### src/rtl/hazard_forward_ctrl_pkg.sv
// Shared types for the hazard/forwarding controller: forwarding select encodings,
// the per-stage tracking entry and helpers that evaluate all three stages at once.
package hazard_forward_ctrl_pkg;

  localparam int REG_ADDR_W = 3;
  localparam int NUM_STAGES = 3;

  // Stage index order inside the tracking vector: 0 = ex, 1 = mem, 2 = wb
  localparam int STG_EX  = 0;
  localparam int STG_MEM = 1;
  localparam int STG_WB  = 2;

  localparam logic [NUM_STAGES-1:0] EX_ONLY_MASK   = 3'b001;
  localparam logic [NUM_STAGES-1:0] EX_OR_MEM_MASK = 3'b011;

  typedef enum logic [1:0] {
    FWD_SEL_REG   = 2'b00,
    FWD_SEL_EXMEM = 2'b01,
    FWD_SEL_MEMWB = 2'b10
  } fwd_sel_e;

  typedef struct packed {
    logic                  valid;
    logic [REG_ADDR_W-1:0] rd;
    logic                  reg_write;
    logic                  mem_read;
  } stage_entry_t;

  typedef stage_entry_t [NUM_STAGES-1:0] stage_vec_t;

  // One bit per stage: the source is read and that stage will write it.
  function automatic logic [NUM_STAGES-1:0] src_hits(
    input logic                  uses,
    input logic [REG_ADDR_W-1:0] rs,
    input stage_vec_t            st
  );
    logic [NUM_STAGES-1:0] h;
    h = '0;
    for (int i = 0; i < NUM_STAGES; i++) begin
      h[i] = uses & st[i].valid & st[i].reg_write & (st[i].rd == rs);
    end
    return h;
  endfunction

  function automatic logic [NUM_STAGES-1:0] load_bits(input stage_vec_t st);
    logic [NUM_STAGES-1:0] l;
    l = '0;
    for (int i = 0; i < NUM_STAGES; i++) begin
      l[i] = st[i].mem_read;
    end
    return l;
  endfunction

  // Nearest producer wins; a wb hit means the register file already has the value.
  function automatic fwd_sel_e pick_sel(input logic [NUM_STAGES-1:0] h);
    fwd_sel_e s;
    s = FWD_SEL_REG;
    casez (h)
      3'b??1:  s = FWD_SEL_EXMEM;
      3'b?10:  s = FWD_SEL_MEMWB;
      default: s = FWD_SEL_REG;
    endcase
    return s;
  endfunction

endpackage

### src/rtl/hazard_forward_ctrl_stage_entry.sv
// One pipeline tracking entry: async-reset valid bit plus destination metadata.
// A bubble load clears valid; the metadata fields are don't-care once valid is 0.
module hazard_stage_entry
  import hazard_forward_ctrl_pkg::*;
(
  input  logic         clk,
  input  logic         rst,
  input  logic         bubble,
  input  stage_entry_t d,
  output stage_entry_t q
);

  logic                  vld_p1;
  logic [REG_ADDR_W-1:0] rd_p1;
  logic                  reg_write_p1;
  logic                  mem_read_p1;

  // stage boundary: entry register
  always_ff @(posedge clk or negedge rst) begin
    if (!rst) begin
      vld_p1 <= 1'b0;
    end else begin
      vld_p1 <= d.valid & ~bubble;
    end
  end

  always_ff @(posedge clk) begin
    rd_p1        <= d.rd;
    reg_write_p1 <= d.reg_write;
    mem_read_p1  <= d.mem_read;
  end

  assign q.valid     = vld_p1;
  assign q.rd        = rd_p1;
  assign q.reg_write = reg_write_p1;
  assign q.mem_read  = mem_read_p1;

endmodule

### src/rtl/hazard_forward_ctrl.sv
// Load-use stall and EX operand forwarding control for a 5-stage pipeline.
// Define HAZARD_FORWARD_EN for forwarding; otherwise any ex/mem dependency stalls.
module hazard_forward_ctrl
  import hazard_forward_ctrl_pkg::*;
(
  input  logic                  clk,
  input  logic                  rst,
  input  logic                  id_valid,
  input  logic [REG_ADDR_W-1:0] id_rs1,
  input  logic [REG_ADDR_W-1:0] id_rs2,
  input  logic                  id_uses_rs1,
  input  logic                  id_uses_rs2,
  input  logic [REG_ADDR_W-1:0] id_rd,
  input  logic                  id_reg_write,
  input  logic                  id_mem_read,
  input  logic                  flush,
  output logic [1:0]            aluInputAForwardingSel,
  output logic [1:0]            aluInputBForwardingSel,
  output logic                  stall,
  output logic [15:0]           stall_count
);

  stage_vec_t            stage_q;
  stage_entry_t          ex_d;
  logic                  ex_bubble;
  logic [NUM_STAGES-1:0] hits_a;
  logic [NUM_STAGES-1:0] hits_b;
  logic                  stall_cond;

  assign ex_d.valid     = id_valid;
  assign ex_d.rd        = id_rd;
  assign ex_d.reg_write = id_reg_write;
  assign ex_d.mem_read  = id_mem_read;

  assign ex_bubble = stall | flush;

  hazard_stage_entry u_ex (
    .clk    (clk),
    .rst    (rst),
    .bubble (ex_bubble),
    .d      (ex_d),
    .q      (stage_q[STG_EX])
  );

  hazard_stage_entry u_mem (
    .clk    (clk),
    .rst    (rst),
    .bubble (1'b0),
    .d      (stage_q[STG_EX]),
    .q      (stage_q[STG_MEM])
  );

  hazard_stage_entry u_wb (
    .clk    (clk),
    .rst    (rst),
    .bubble (1'b0),
    .d      (stage_q[STG_MEM]),
    .q      (stage_q[STG_WB])
  );

  assign hits_a = src_hits(id_uses_rs1, id_rs1, stage_q);
  assign hits_b = src_hits(id_uses_rs2, id_rs2, stage_q);

`ifdef HAZARD_FORWARD_EN
  fwd_sel_e sel_a_p0;
  fwd_sel_e sel_b_p0;
  logic [1:0] sel_a_p1;
  logic [1:0] sel_b_p1;

  // Only a load still in EX cannot be forwarded in time.
  assign stall_cond = |((hits_a | hits_b) & load_bits(stage_q) & EX_ONLY_MASK);

  always_comb begin
    sel_a_p0 = pick_sel(hits_a);
    sel_b_p0 = pick_sel(hits_b);
  end

  // stage boundary: decode -> EX select registers
  always_ff @(posedge clk or negedge rst) begin
    if (!rst) begin
      sel_a_p1 <= FWD_SEL_REG;
      sel_b_p1 <= FWD_SEL_REG;
    end else if (stall || flush) begin
      sel_a_p1 <= FWD_SEL_REG;
      sel_b_p1 <= FWD_SEL_REG;
    end else begin
      sel_a_p1 <= sel_a_p0;
      sel_b_p1 <= sel_b_p0;
    end
  end

  assign aluInputAForwardingSel = sel_a_p1;
  assign aluInputBForwardingSel = sel_b_p1;
`else
  // Without bypass paths the reader waits until the producer reaches WB.
  assign stall_cond = |((hits_a | hits_b) & EX_OR_MEM_MASK);

  assign aluInputAForwardingSel = FWD_SEL_REG;
  assign aluInputBForwardingSel = FWD_SEL_REG;
`endif

  // A flushed decode slot never stalls; reset masks stall regardless of inputs.
  assign stall = rst & id_valid & ~flush & stall_cond;

  always_ff @(posedge clk or negedge rst) begin
    if (!rst) begin
      stall_count <= 16'h0000;
    end else if (stall && (stall_count != 16'hFFFF)) begin
      stall_count <= stall_count + 16'h0001;
    end
  end

endmodule
### config.mk
export PLATFORM = sky130hd
export DESIGN_NAME = hazard_forward_ctrl
export DESIGN_NICKNAME = d
export VERILOG_FILES = /design/src/rtl/hazard_forward_ctrl_pkg.sv /design/src/rtl/hazard_forward_ctrl_stage_entry.sv /design/src/rtl/hazard_forward_ctrl.sv
export SDC_FILE = /design/constraint.sdc
export NUM_CORES = 1
export LEC_CHECK = 0
export BUFFER_PORTS_ARGS = -buffer_cell sky130_fd_sc_hd__buf_2
export CORE_ASPECT_RATIO = 1.75
export CORE_MARGIN = 2
export CORE_UTILIZATION = 53
export CTS_CLUSTER_SIZE = 16
export DETAILED_ROUTE_END_ITERATION = 8
export GPL_TIMING_DRIVEN = 1
export PLACE_DENSITY = 0.87
export SYNTH_ARGS = -nofsm -noshare
export SYNTH_HDL_FRONTEND = slang
export SYNTH_SLANG_ARGS = --single-unit
export TNS_END_PERCENT = 30
### constraint.sdc
create_clock -name clk -period 3 [get_ports clk]
set_input_delay 0.15 -clock clk [delete_from_list [all_inputs] [get_ports clk]]
set_output_delay 0.15 -clock clk [all_outputs]
set_load 0.01 [all_outputs]
==> run metrics <==
R2R Path Start=stall_count[0]; minimum clock period=2.19 ns; Detailed Route Iter0 Violations=12; Yosys reg bits=26; dpl ws=between 1 and 1.5 ns; fmax=457 MHz; Via Count=approximately 960; sequential area share after synthesis=between 40% and 50%; Final setup viols=0; Die Y=around 68 µm; switching share of power=21.9%; post-CTS setup buffers=0; GRT Total Usage=19.5%; Fin. Hold Viols=0; cell area after synthesis=1240 µm²; R2R setup slack=between 1 and 1.5 ns; WHS=between 0.05 and 0.06 ns; floorplan row count=23; Seq pwr share=between 50% and 60%; Worst EP arrival=2.04 ns; hold path start=flush; multiplexer share of the synthesized area=about 2.0%; RR Endpoint=stall_count[1]; largest family of logic cells by synthesized area=simple AND/OR/NAND/NOR gates; pin count of the biggest net entering global routing=20; Avg Cell Area, Syn=approximately 11 µm²; Lkg Pwr=just under 0.8 nW; number of synthesized flops with an enable pin=0; Setup Total Neg Slack=0 ns; synthesized instance count=110; Clock Latency Late Sink=0.27 ns; clock network fraction of total power=between 30% and 40%; post-cts hold buffer count=5; reported net switching power=~0.00014 W; crit start category=input pin; placed cell areas=about 1400 µm²; Final Slew Violations=0; GRT overflow=0; Peak VDD IR=roughly 250 µV; CTS resizes=0; YS warnings=0; post-synthesis compound-gate area fraction=4.85%; max_slew headroom=65.1%; Root Driver=clkbuf_8; Unique masters post-synth=28; synth top area cells=dfrtp_1, dfxtp_1, xnor2_1; simple-gate share of the synthesized area=between 20% and 30%; Commonest cells post-synth=dfrtp_1, xnor2_1, xor2_1; CTS tree=done; WHS Endpoint=u_ex.vld_p1; Cells on Worst Hold Path=2; drt first pass iters=2; CTS buffer count=3; clock sinks=26; Final ANT Viol Nets=0; Final GP Congestion=approximately 0.79; Synth async-reset ratio=slightly below 70%; Reg2Reg Depth=6; vias per cell=roughly 5.5; WS Path Type=input pin to primary output; htree depth=1; Clock Skews=about 0.007 ns; Core Area=around 2200 µm²; WL per Instance=13.5 µm; Die Wd=between 40 and 50 µm; area growth from synthesis to layout=21.5%; Die Area=around 2800 µm²; vias in the first global route=about 1000; P_int=between 0.0005 and 0.0006 W; maximum clock path buffer count=2; Clock transition at path regs=~0.080 ns; initial antenna violation count=0; xor and xnor area share after synthesis=17.7%; top cell type's share of synthesized area=36.4%; pwr/cell area=approximately 430 nW/µm²; Final Util=67.1%; Initial Util=approximately 55%; routed wire length=around 2300 µm; global-route wire length before repair=3750 µm; power share of the combinational group=approximately 8.6%; number of remaining DRC errors=0; endpoint class of the critical path=primary output; final instance area=between 1500 and 2000 µm²; Synth Area in Adders=between 1 and 1.5%; final worst slack=roughly 0.8 ns; port bufs=32; DP Wirelength=1810 µm; max_cap viols=0; fin crit share=~73%; cell taking the most area after synthesis=dfrtp_1; Net count, final=about 170; RSZ-0062 raised after global routing=no; IO Pins=38; Inserted Diodes=0; most numerous cell in the Yosys netlist=dfrtp_1; CP max FO=19; layout cells sized above 1=around 29%; prevailing post-synth register cell=dfrtp_1; Hold Path Class=input pin to flip-flop; Worst EP required=2.85 ns; worst slew pin tran=approximately 0.52 ns; status=finished, final reports clean
power groups by stage:
stage / Combinational [W] / Clock (W) / Sequential [W]
final: 0.0000557 / 0.000220 / 0.000370
after global routing: 0.0000627 / 0.000238 / 0.000372
after CTS: 0.0000565 / 0.000223 / 0.000371
after detailed placement: 0.0000510 / 0 / 0.000378
after global placement: 0.0000496 / 0 / 0.000377
after floorplan: 0.0000282 / 0 / 0.000378
registers in the layout, indices dropped and copies added (netlist names):
name / cells
u_mem.vld_p1: 1
u_ex.reg_write_p1: 1
u_mem.rd_p1: 3
stall_count: 16
u_ex.rd_p1: 3
u_mem.reg_write_p1: 1
u_ex.vld_p1: 1
cell families (layout without fill, tap and decap cells):
family	count (synthesis)	in the layout
adder cells (fa/ha/maj)	1	1
buffers and inverters	7	43
XOR/XNOR	25	25
multiplexers	2	2
other	1	4
AND/OR/NAND/NOR	43	43
AO/OA/AOI/OAI	5	5
flip-flops	26	26
per-stage QoR:
step	total power [W]	instances
final	0.000646	174
after detailed placement	0.000429	165
after global placement	0.000427	165
after global routing	0.000673	174
after floorplan	0.000406	113
after CTS	0.000650	174
metal layers:
layer	up-vias	part of all wire (%)	global-route usage [%]
li1	454	-	-
met1	472	39	19.6
met2	31	54	36.5
met3	4	5.6	3.25
met4	0	1.2	7.92
met5	-	0	0
critical path: stages:
cell	delay (ns)
dlygate4sd3_1	0.51
buf_2	0.37
and3b_1	0.25
nand2_1	0.09
o22ai_4	0.43
buf_2	0.23
worst max path at each step:
stage / start / end / slack (ns) / cells past startpoint
after CTS: rst / stall / 0.78 / 6
after detailed placement: stall_count[0] / stall_count[1] / 1.01 / 6
after floorplan: stall_count[0] / stall_count[1] / 1.16 / 6
final: rst / stall / 0.81 / 6
after global routing: rst / stall / 0.64 / 6
after global placement: stall_count[0] / stall_count[1] / 1.07 / 6
cell usage in the layout, fill, tap and decap left out:
cell,synthesis,final
mux2i_1,1,1
nor3_4,1,1
nor3b_1,1,1
and3_1,7,7
nor2_1,5,5
xor2_1,10,10
a31oi_1,1,1
o22ai_4,1,1
nor4_1,1,1
nand2_2,1,1
clkbuf_8,0,4
dfxtp_1,8,8
nand2_1,6,6
dlygate4sd3_1,0,5
nor4_2,1,1
inv_1,2,2
nor2b_1,1,1
a41oi_2,1,1
and3b_1,2,2
dfrtp_1,18,18
ha_1,1,1
mux2_4,1,1
nand4_1,7,7
nand3_1,9,9
nand4_2,1,1
conb_1,1,4
xnor2_1,15,15
a41oi_1,2,2
buf_2,0,32
area by class of cell:
type / count / area (µm²)
inverter: 2 / 7.51
multi-input combinational: 80 / 591
clock buffer: 4 / 55.1
sequential: 26 / 611
fill: 185 / 739
tap: 25 / 31.3
timing repair buffer: 37 / 210
No activity file was read; power rests on OpenSTA's default activity.
